<file path="config.mk">
export PLATFORM = sky130hd
export DESIGN_NAME = xadac_vmacc_seq_flat
export DESIGN_NICKNAME = d
export VERILOG_FILES = /design/src/rtl/xadac_vmacc_seq_if.sv /design/src/rtl/xadac_vmacc_seq.sv /design/src/flat_wrapper.sv
export SDC_FILE = /design/constraint.sdc
export NUM_CORES = 2
export LEC_CHECK = 0
export ABC_AREA = 1
export CORE_UTILIZATION = 30
export CTS_CLUSTER_SIZE = 10
export DETAILED_ROUTE_END_ITERATION = 7
export SETUP_SLACK_MARGIN = 0.02
export SYNTH_ARGS = -nofsm -noshare
export SYNTH_HDL_FRONTEND = slang
export SYNTH_SLANG_ARGS = --single-unit
</file>
<file path="constraint.sdc">
create_clock -name clk -period 14.92 [get_ports clk]
set_input_delay 2.984 -clock clk [delete_from_list [all_inputs] [get_ports clk]]
set_output_delay 2.984 -clock clk [all_outputs]
set_load 0.005 [all_outputs]
</file>
<file path="src/rtl/xadac_vmacc_seq_if.sv">
// Request/response bundle between the XADAC execute port and the sequential vector MAC.
// master = requester side, slave = the MAC unit.
interface xadac_vmacc_seq_if #(
  parameter int DataWidth = 128,
  parameter int IdWidth   = 4
) ();
  logic                 req_valid;
  logic                 req_ready;
  logic [IdWidth-1:0]   req_id;
  logic [2:0]           req_jlen;
  logic [1:0]           req_mode;
  logic [4:0]           req_vd_addr;
  logic [DataWidth-1:0] req_vs0;
  logic [DataWidth-1:0] req_vs1;
  logic [DataWidth-1:0] req_vs2;

  logic                 rsp_valid;
  logic                 rsp_ready;
  logic [IdWidth-1:0]   rsp_id;
  logic [4:0]           rsp_vd_addr;
  logic [DataWidth-1:0] rsp_vd_data;
  logic                 rsp_vd_write;

  modport master (
    output req_valid, req_id, req_jlen, req_mode, req_vd_addr, req_vs0, req_vs1, req_vs2,
    output rsp_ready,
    input  req_ready, rsp_valid, rsp_id, rsp_vd_addr, rsp_vd_data, rsp_vd_write
  );

  modport slave (
    input  req_valid, req_id, req_jlen, req_mode, req_vd_addr, req_vs0, req_vs1, req_vs2,
    input  rsp_ready,
    output req_ready, rsp_valid, rsp_id, rsp_vd_addr, rsp_vd_data, rsp_vd_write
  );
endinterface

</file>
<file path="src/rtl/xadac_vmacc_seq.sv">
// Multi-cycle vector dot-product MAC: Lanes element products per cycle are summed into
// the SumWidth accumulator lanes of vs2, grouped by jlen (1, 2 or 4).
module xadac_vmacc_seq #(
  parameter int DataWidth = 128,
  parameter int SumWidth  = 32,
  parameter int ElemWidth = 8,
  parameter int Lanes     = 4,
  parameter int IdWidth   = 4
) (
  input  logic               clk,
  input  logic               rst,
  xadac_vmacc_seq_if.slave   bus,
  output logic               busy
);
  localparam int NAcc  = DataWidth / SumWidth;
  localparam int NElem = DataWidth / ElemWidth;
  localparam int CntW  = $clog2(4 * NAcc + 1);
  localparam int ProdW = 2 * (ElemWidth + 1);

  typedef enum logic [1:0] {IDLE, COMPUTE, DONE} state_e;

  state_e               state_q, state_d;
  logic [CntW-1:0]      cnt_q, cnt_d;
  logic [IdWidth-1:0]   id_q, id_d;
  logic [2:0]           jlen_q, jlen_d;
  logic [1:0]           mode_q, mode_d;
  logic [4:0]           vd_q, vd_d;
  logic [DataWidth-1:0] vs0_q, vs0_d;
  logic [DataWidth-1:0] vs1_q, vs1_d;
  logic [DataWidth-1:0] acc_q, acc_d;
  logic                 write_q, write_d;

  logic                 accept_w;
  logic                 jlen_legal_w;
  logic                 last_w;
  logic [1:0]           jshift_w;
  logic [31:0]          p_w;
  logic [DataWidth-1:0] acc_sum_w;
  logic [31:0]          k_w       [Lanes];
  logic [31:0]          acc_idx_w [Lanes];
  logic                 live_w    [Lanes];
  logic [SumWidth-1:0]  prod_w    [Lanes];

  assign bus.req_ready    = (state_q == IDLE) || (state_q == DONE && bus.rsp_ready);
  assign accept_w         = bus.req_valid && bus.req_ready;
  assign jlen_legal_w     = (bus.req_jlen == 3'd1) || (bus.req_jlen == 3'd2) || (bus.req_jlen == 3'd4);
  assign bus.rsp_valid    = (state_q == DONE);
  assign busy             = (state_q != IDLE);
  assign bus.rsp_id       = id_q;
  assign bus.rsp_vd_addr  = vd_q;
  assign bus.rsp_vd_data  = acc_q;
  assign bus.rsp_vd_write = write_q;

  // jlen is 1, 2 or 4 while computing, so the group index is a right shift
  assign jshift_w = jlen_q[2] ? 2'd2 : (jlen_q[1] ? 2'd1 : 2'd0);
  assign p_w      = 32'(NAcc) * 32'(jlen_q);
  assign last_w   = ((32'(cnt_q) + 32'd1) * 32'(Lanes)) >= p_w;

  genvar gi;
  generate
    for (gi = 0; gi < Lanes; gi++) begin : g_lane
      logic [ElemWidth-1:0]  a_raw, b_raw;
      logic [ElemWidth:0]    a_x, b_x;
      logic signed [ProdW-1:0] prod;

      assign k_w[gi]       = 32'(cnt_q) * 32'(Lanes) + 32'(gi);
      assign live_w[gi]    = (k_w[gi] < p_w) && (k_w[gi] < 32'(NElem));
      assign acc_idx_w[gi] = k_w[gi] >> jshift_w;
      assign a_raw         = ElemWidth'(vs0_q >> (k_w[gi] * 32'(ElemWidth)));
      assign b_raw         = ElemWidth'(vs1_q >> (k_w[gi] * 32'(ElemWidth)));
      // mode[1] selects unsigned vs0, mode[0] selects signed vs1
      assign a_x           = {mode_q[1] ? 1'b0 : a_raw[ElemWidth-1], a_raw};
      assign b_x           = {mode_q[0] ? b_raw[ElemWidth-1] : 1'b0, b_raw};
      assign prod          = $signed(a_x) * $signed(b_x);
      assign prod_w[gi]    = live_w[gi] ? SumWidth'(prod) : '0;
    end

    for (gi = 0; gi < NAcc; gi++) begin : g_acc
      logic [SumWidth-1:0] sum;
      always_comb begin
        sum = acc_q[gi*SumWidth +: SumWidth];
        for (int l = 0; l < Lanes; l++) begin
          if (live_w[l] && acc_idx_w[l] == 32'(gi)) begin
            sum = sum + prod_w[l];
          end
        end
      end
      assign acc_sum_w[gi*SumWidth +: SumWidth] = sum;
    end
  endgenerate

  always_comb begin
    state_d = state_q;
    cnt_d   = cnt_q;
    id_d    = id_q;
    jlen_d  = jlen_q;
    mode_d  = mode_q;
    vd_d    = vd_q;
    vs0_d   = vs0_q;
    vs1_d   = vs1_q;
    acc_d   = acc_q;
    write_d = write_q;
    case (state_q)
      COMPUTE: begin
        acc_d = acc_sum_w;
        cnt_d = cnt_q + 1'b1;
        if (last_w) begin
          state_d = DONE;
          write_d = 1'b1;
        end
      end
      DONE: begin
        if (bus.rsp_ready) state_d = IDLE;
      end
      default: ;
    endcase
    // a new request may overwrite the just-retired response in the same cycle
    if (accept_w) begin
      id_d   = bus.req_id;
      jlen_d = bus.req_jlen;
      mode_d = bus.req_mode;
      vd_d   = bus.req_vd_addr;
      vs0_d  = bus.req_vs0;
      vs1_d  = bus.req_vs1;
      acc_d  = bus.req_vs2;
      cnt_d  = '0;
      if (jlen_legal_w) begin
        state_d = COMPUTE;
      end else begin
        state_d = DONE;
        write_d = 1'b0;
      end
    end
  end

  always_ff @(posedge clk) begin
    if (rst) begin
      state_q <= IDLE;
      cnt_q   <= '0;
      id_q    <= '0;
      jlen_q  <= '0;
      mode_q  <= '0;
      vd_q    <= '0;
      vs0_q   <= '0;
      vs1_q   <= '0;
      acc_q   <= '0;
      write_q <= 1'b0;
    end else begin
      state_q <= state_d;
      cnt_q   <= cnt_d;
      id_q    <= id_d;
      jlen_q  <= jlen_d;
      mode_q  <= mode_d;
      vd_q    <= vd_d;
      vs0_q   <= vs0_d;
      vs1_q   <= vs1_d;
      acc_q   <= acc_d;
      write_q <= write_d;
    end
  end
endmodule

</file>
<file path="src/flat_wrapper.sv">
// flat-port wrapper written by rule: the top's interface ports become plain ports
module xadac_vmacc_seq_flat 
#(
  parameter int DataWidth = 128,
  parameter int SumWidth  = 32,
  parameter int ElemWidth = 8,
  parameter int Lanes     = 4,
  parameter int IdWidth   = 4
)
  (clk, rst, busy, bus_req_valid, bus_req_id, bus_req_jlen, bus_req_mode, bus_req_vd_addr, bus_req_vs0, bus_req_vs1, bus_req_vs2, bus_rsp_ready, bus_req_ready, bus_rsp_valid, bus_rsp_id, bus_rsp_vd_addr, bus_rsp_vd_data, bus_rsp_vd_write);
  xadac_vmacc_seq_if #(.DataWidth(DataWidth), .IdWidth(IdWidth)) bus_i ();
  input  logic clk;
  input  logic rst;
  output logic busy;
  input wire logic [$bits(bus_i.req_valid)-1:0] bus_req_valid;
  input wire logic [$bits(bus_i.req_id)-1:0] bus_req_id;
  input wire logic [$bits(bus_i.req_jlen)-1:0] bus_req_jlen;
  input wire logic [$bits(bus_i.req_mode)-1:0] bus_req_mode;
  input wire logic [$bits(bus_i.req_vd_addr)-1:0] bus_req_vd_addr;
  input wire logic [$bits(bus_i.req_vs0)-1:0] bus_req_vs0;
  input wire logic [$bits(bus_i.req_vs1)-1:0] bus_req_vs1;
  input wire logic [$bits(bus_i.req_vs2)-1:0] bus_req_vs2;
  input wire logic [$bits(bus_i.rsp_ready)-1:0] bus_rsp_ready;
  output wire logic [$bits(bus_i.req_ready)-1:0] bus_req_ready;
  output wire logic [$bits(bus_i.rsp_valid)-1:0] bus_rsp_valid;
  output wire logic [$bits(bus_i.rsp_id)-1:0] bus_rsp_id;
  output wire logic [$bits(bus_i.rsp_vd_addr)-1:0] bus_rsp_vd_addr;
  output wire logic [$bits(bus_i.rsp_vd_data)-1:0] bus_rsp_vd_data;
  output wire logic [$bits(bus_i.rsp_vd_write)-1:0] bus_rsp_vd_write;
  assign bus_i.req_valid = bus_req_valid;
  assign bus_i.req_id = bus_req_id;
  assign bus_i.req_jlen = bus_req_jlen;
  assign bus_i.req_mode = bus_req_mode;
  assign bus_i.req_vd_addr = bus_req_vd_addr;
  assign bus_i.req_vs0 = bus_req_vs0;
  assign bus_i.req_vs1 = bus_req_vs1;
  assign bus_i.req_vs2 = bus_req_vs2;
  assign bus_i.rsp_ready = bus_rsp_ready;
  assign bus_req_ready = bus_i.req_ready;
  assign bus_rsp_valid = bus_i.rsp_valid;
  assign bus_rsp_id = bus_i.rsp_id;
  assign bus_rsp_vd_addr = bus_i.rsp_vd_addr;
  assign bus_rsp_vd_data = bus_i.rsp_vd_data;
  assign bus_rsp_vd_write = bus_i.rsp_vd_write;
  xadac_vmacc_seq #(.DataWidth(DataWidth), .SumWidth(SumWidth), .ElemWidth(ElemWidth), .Lanes(Lanes), .IdWidth(IdWidth)) u_core (.clk(clk), .rst(rst), .bus(bus_i), .busy(busy));
endmodule
</file>
==> results.yml <==
yosys:
  syn-cell-area_um2: 62530
  synth-edff-count: 0
  yosys_warnings: 0
  synth_area_leaders: "nand2_1, ha_1, dfxtp_1"
  syn_nets: 11460
  synth_top_area_cell: "nand2_1"
  synth_area_per_cell_um2: 6.194
  ys_ff_latch: 406
  syn_inst: 10100
  yosysMostFrequentCell: "nand2_1"
  yosysSeqAreaShare_pct: 13.00
  ys_types: 65
  synth_ff_type: "dfxtp_1"
  synthTopCellsByCount: "nand2_1, nor2_1, inv_1"
  synthArstFlopShare_pct: 0
  synth_top_area_share_pct: 13.82
critical_path:
  reg2reg_slack_ns: 0.90
  endpoint: "u_core.bus.rsp_vd_data[93]$_SDFFE_PP0P_"
  cp_slowest_cell: "nor2_1"
  startpoint: "u_core.cnt_q[1]$_SDFFE_PP0P_"
  crit_required_ns: 15.44
  worstSetupEndpointType: "flip-flop"
  cp.arrival_ns: 14.54
  worstReg2RegEnd: "u_core.bus.rsp_vd_data[93]$_SDFFE_PP0P_"
  worstPathMaxFanout: 78
  reg2reg_depth: 58
  cpPeakStageDelay_ns: 0.83
  rr_startpoint: "u_core.cnt_q[1]$_SDFFE_PP0P_"
  worst-setup-path-type: "reg2reg"
  start_kind: "flip-flop"
  worst_path_most_repeated_cell: "nand2_1"
clocking:
  clockRootBuffer: "clkbuf_16"
  clock-sinks: 406
  htree_levels: 2
  cts_tree: "yes"
  clk_latency_ns: 0.75
  clockBufferDepth: 3
  cts_buffers: 54
  clk_pin_slew_ns: 0.06
  cts_hold_buffers: 0
sta:
  max_freq_mhz: 71.32
  fin_skew_ns: 0.08463
  setup_tns_ns: 0
  report.final.slew_viol_count: 0
  worst_slack_ns: 0.8981
  hold_viol_final: 0
  rsz0062_at_grt: "false"
  worst_pin_slew_ns: 1.253
  setup-violations-final: 0
  finalCriticalPeriod_ns: 14.02
  relSlewSlack_pct: 15.61
  period_share_pct: 93.98
floorplanning:
  die_x_um: 458.6
  die_area_um2: 210300
  core_area_um2: 207100
  io_pins: 543
  die_y_um: 458.6
  start_util_pct: 30.20
  rows: 167
global_routing:
  grt_pass1_wl_um: 396400
  antenna_found_initial: 14
  grt_overflow: 0
  grtUsageTotal_pct: 24.74
  grt_pass1_vias: 63700
  grt_max_degree: 216
place:
  place_congestion: 0.9876
  port_buffers: 542
  dpl.cell_count: 13240
  dp.final_hpwl_um: 220100
  preCtsSetupSlack_ns: 1.224
power:
  cellLeakagePower_uw: 0.03523
  ir_worst_vdd_mv: 0.1610
  finalPower_uw: 17460
  power_density_nw_per_um2: 238.8
detailed_routing:
  num_vias: 68460
  vias_per_cell: 5.137
  drc: 0
  ant_nets: 0
  firstDrtPassIters: 6
  drtIter0Drc: 6500
  post_drt_wl_per_cell_um: 20.26
  drt-total-wl_um: 270100
outcome:
  status: "finished clean"
layout:
  final-seq-area_um2: 8135
  stdcell_count: 13330
  synthToLayoutAreaGrowth_pct: 16.92
  layout-drive-gt1-share_pct: 3.400
  finalNetCount: 11870
  nFillCells: 22890
  multi_input_area_um2: 48430
run:
  drv_cap: 0
min_path:
  hp-class: "reg2reg"
flip-flops by register name (all words and copies together) (netlist names), 3 cells and up:
signal and flops:
u_core.jlen_q 3, u_core.bus.rsp_vd_data 128, u_core.vs0_q 128, u_core.bus.rsp_vd_addr 5, u_core.cnt_q 5, u_core.vs1_q 128, u_core.bus.rsp_id 4
kinds of logic after synthesis:
| logic type | Yosys count | share of synthesized area (%) |
|---|---|---|
| buf+inv | 1609 | 9.772 |
| fa+ha+maj | 962 | 22.80 |
| compound gates | 2342 | 20.64 |
| flops | 406 | 13.00 |
| xor+xnor | 330 | 4.622 |
| simple gates | 4432 | 28.92 |
| mux | 15 | 0.2461 |
cell type report:
| class | instances | share of cell area (%) |
|---|---|---|
| Multi-Input combinational cell | 8081 | 66.24 |
| Sequential cell | 406 | 11.13 |
| Timing Repair Buffer | 667 | 8.803 |
| Inverter | 1295 | 6.689 |
| Tap cell | 2788 | 4.771 |
| Clock buffer | 64 | 1.954 |
| Clock inverter | 17 | 0.3885 |
| Antenna cell | 9 | 0.03080 |
worst min path at each step:
stage | startpoint | to | slack, ns | depth (start not counted)
final | u_core.vs1_q[105]$_SDFFE_PP0P_ | u_core.vs1_q[105]$_SDFFE_PP0P_ | 0.45 | 2
after global placement | u_core.vs0_q[62]$_SDFFE_PP0P_ | u_core.vs0_q[62]$_SDFFE_PP0P_ | 0.44 | 2
after floorplan | u_core.vs1_q[105]$_SDFFE_PP0P_ | u_core.vs1_q[105]$_SDFFE_PP0P_ | 0.43 | 2
after detailed placement | u_core.vs1_q[105]$_SDFFE_PP0P_ | u_core.vs1_q[105]$_SDFFE_PP0P_ | 0.45 | 2
after global routing | u_core.vs1_q[44]$_SDFFE_PP0P_ | u_core.vs1_q[44]$_SDFFE_PP0P_ | 0.47 | 2
after CTS | u_core.vs1_q[105]$_SDFFE_PP0P_ | u_core.vs1_q[105]$_SDFFE_PP0P_ | 0.45 | 2
cell usage in the layout (no fill, tap or decap), drive strengths merged, types with 5 or more instances in the layout:
| cell | Yosys | layout |
|---|---|---|
| nor3 | 114 | 114 |
| clkdlybuf4s50 | 0 | 541 |
| ha | 666 | 666 |
| xor2 | 165 | 165 |
| o32ai | 6 | 6 |
| a31oi | 59 | 59 |
| a21o | 84 | 84 |
| o211ai | 59 | 59 |
| clkinv | 4 | 9 |
| mux2i | 15 | 15 |
| o22ai | 8 | 8 |
| a221oi | 19 | 19 |
| fa | 296 | 296 |
| o21ai | 988 | 988 |
| dfxtp | 406 | 406 |
| clkbuf | 223 | 65 |
| xnor2 | 165 | 165 |
| a21boi | 48 | 48 |
| o21bai | 99 | 99 |
| nor4 | 26 | 26 |
| o21a | 34 | 34 |
| nand2 | 2305 | 2305 |
| nand3 | 489 | 489 |
| or2 | 84 | 84 |
| and2 | 30 | 30 |
| a21oi | 896 | 896 |
| nand4 | 76 | 76 |
| and3 | 6 | 6 |
| diode | 0 | 9 |
| o221ai | 5 | 5 |
| inv | 1291 | 1297 |
| nand3b | 16 | 16 |
| buf | 91 | 125 |
| nor2 | 1283 | 1283 |
| o31ai | 11 | 11 |
worst max-delay path, delay by kind of cell (launching register included):
kind,cells,cell delay [ns]
flops,1,0.37
buf+inv,10,1.24
fa+ha+maj,11,4.02
compound gates,14,3.26
xor+xnor,2,0.36
simple gates,21,4.55
power by group:
part	internal (uW)	total, uW	switching (uW)
sequential	1390	1820	426
clock	748	1330	585
combinational	4780	14300	9520
per-layer routing:
metal	up-vias	part of all wire [%]	track usage (%)	wire, um
met5	-	0.042	0	114
met4	16	5.1	11.11	13700
met3	429	7.9	3.924	21350
met2	2667	43	39.20	117200
met1	31380	44	32.87	117700
li1	33970	-	-	-
metrics by stage:
step           area, um^2  hold WS, ns  utilization [%]
2_1_floorplan       62530       0.4292                -
3_3_place_gp        71320       0.4425            34.44
3_5_place_dp        71320       0.4459            34.44
4_1_cts             73040       0.4549            35.27
5_1_grt             73090       0.4690            35.30
6_report            73110       0.4523            35.31
repair_timing:
action                                  CTS  global route
buffers inserted                          0             0
gates resized for setup                   0            10
endpoints found under the setup margin    0            12
(Power assumes the default switching activity.)
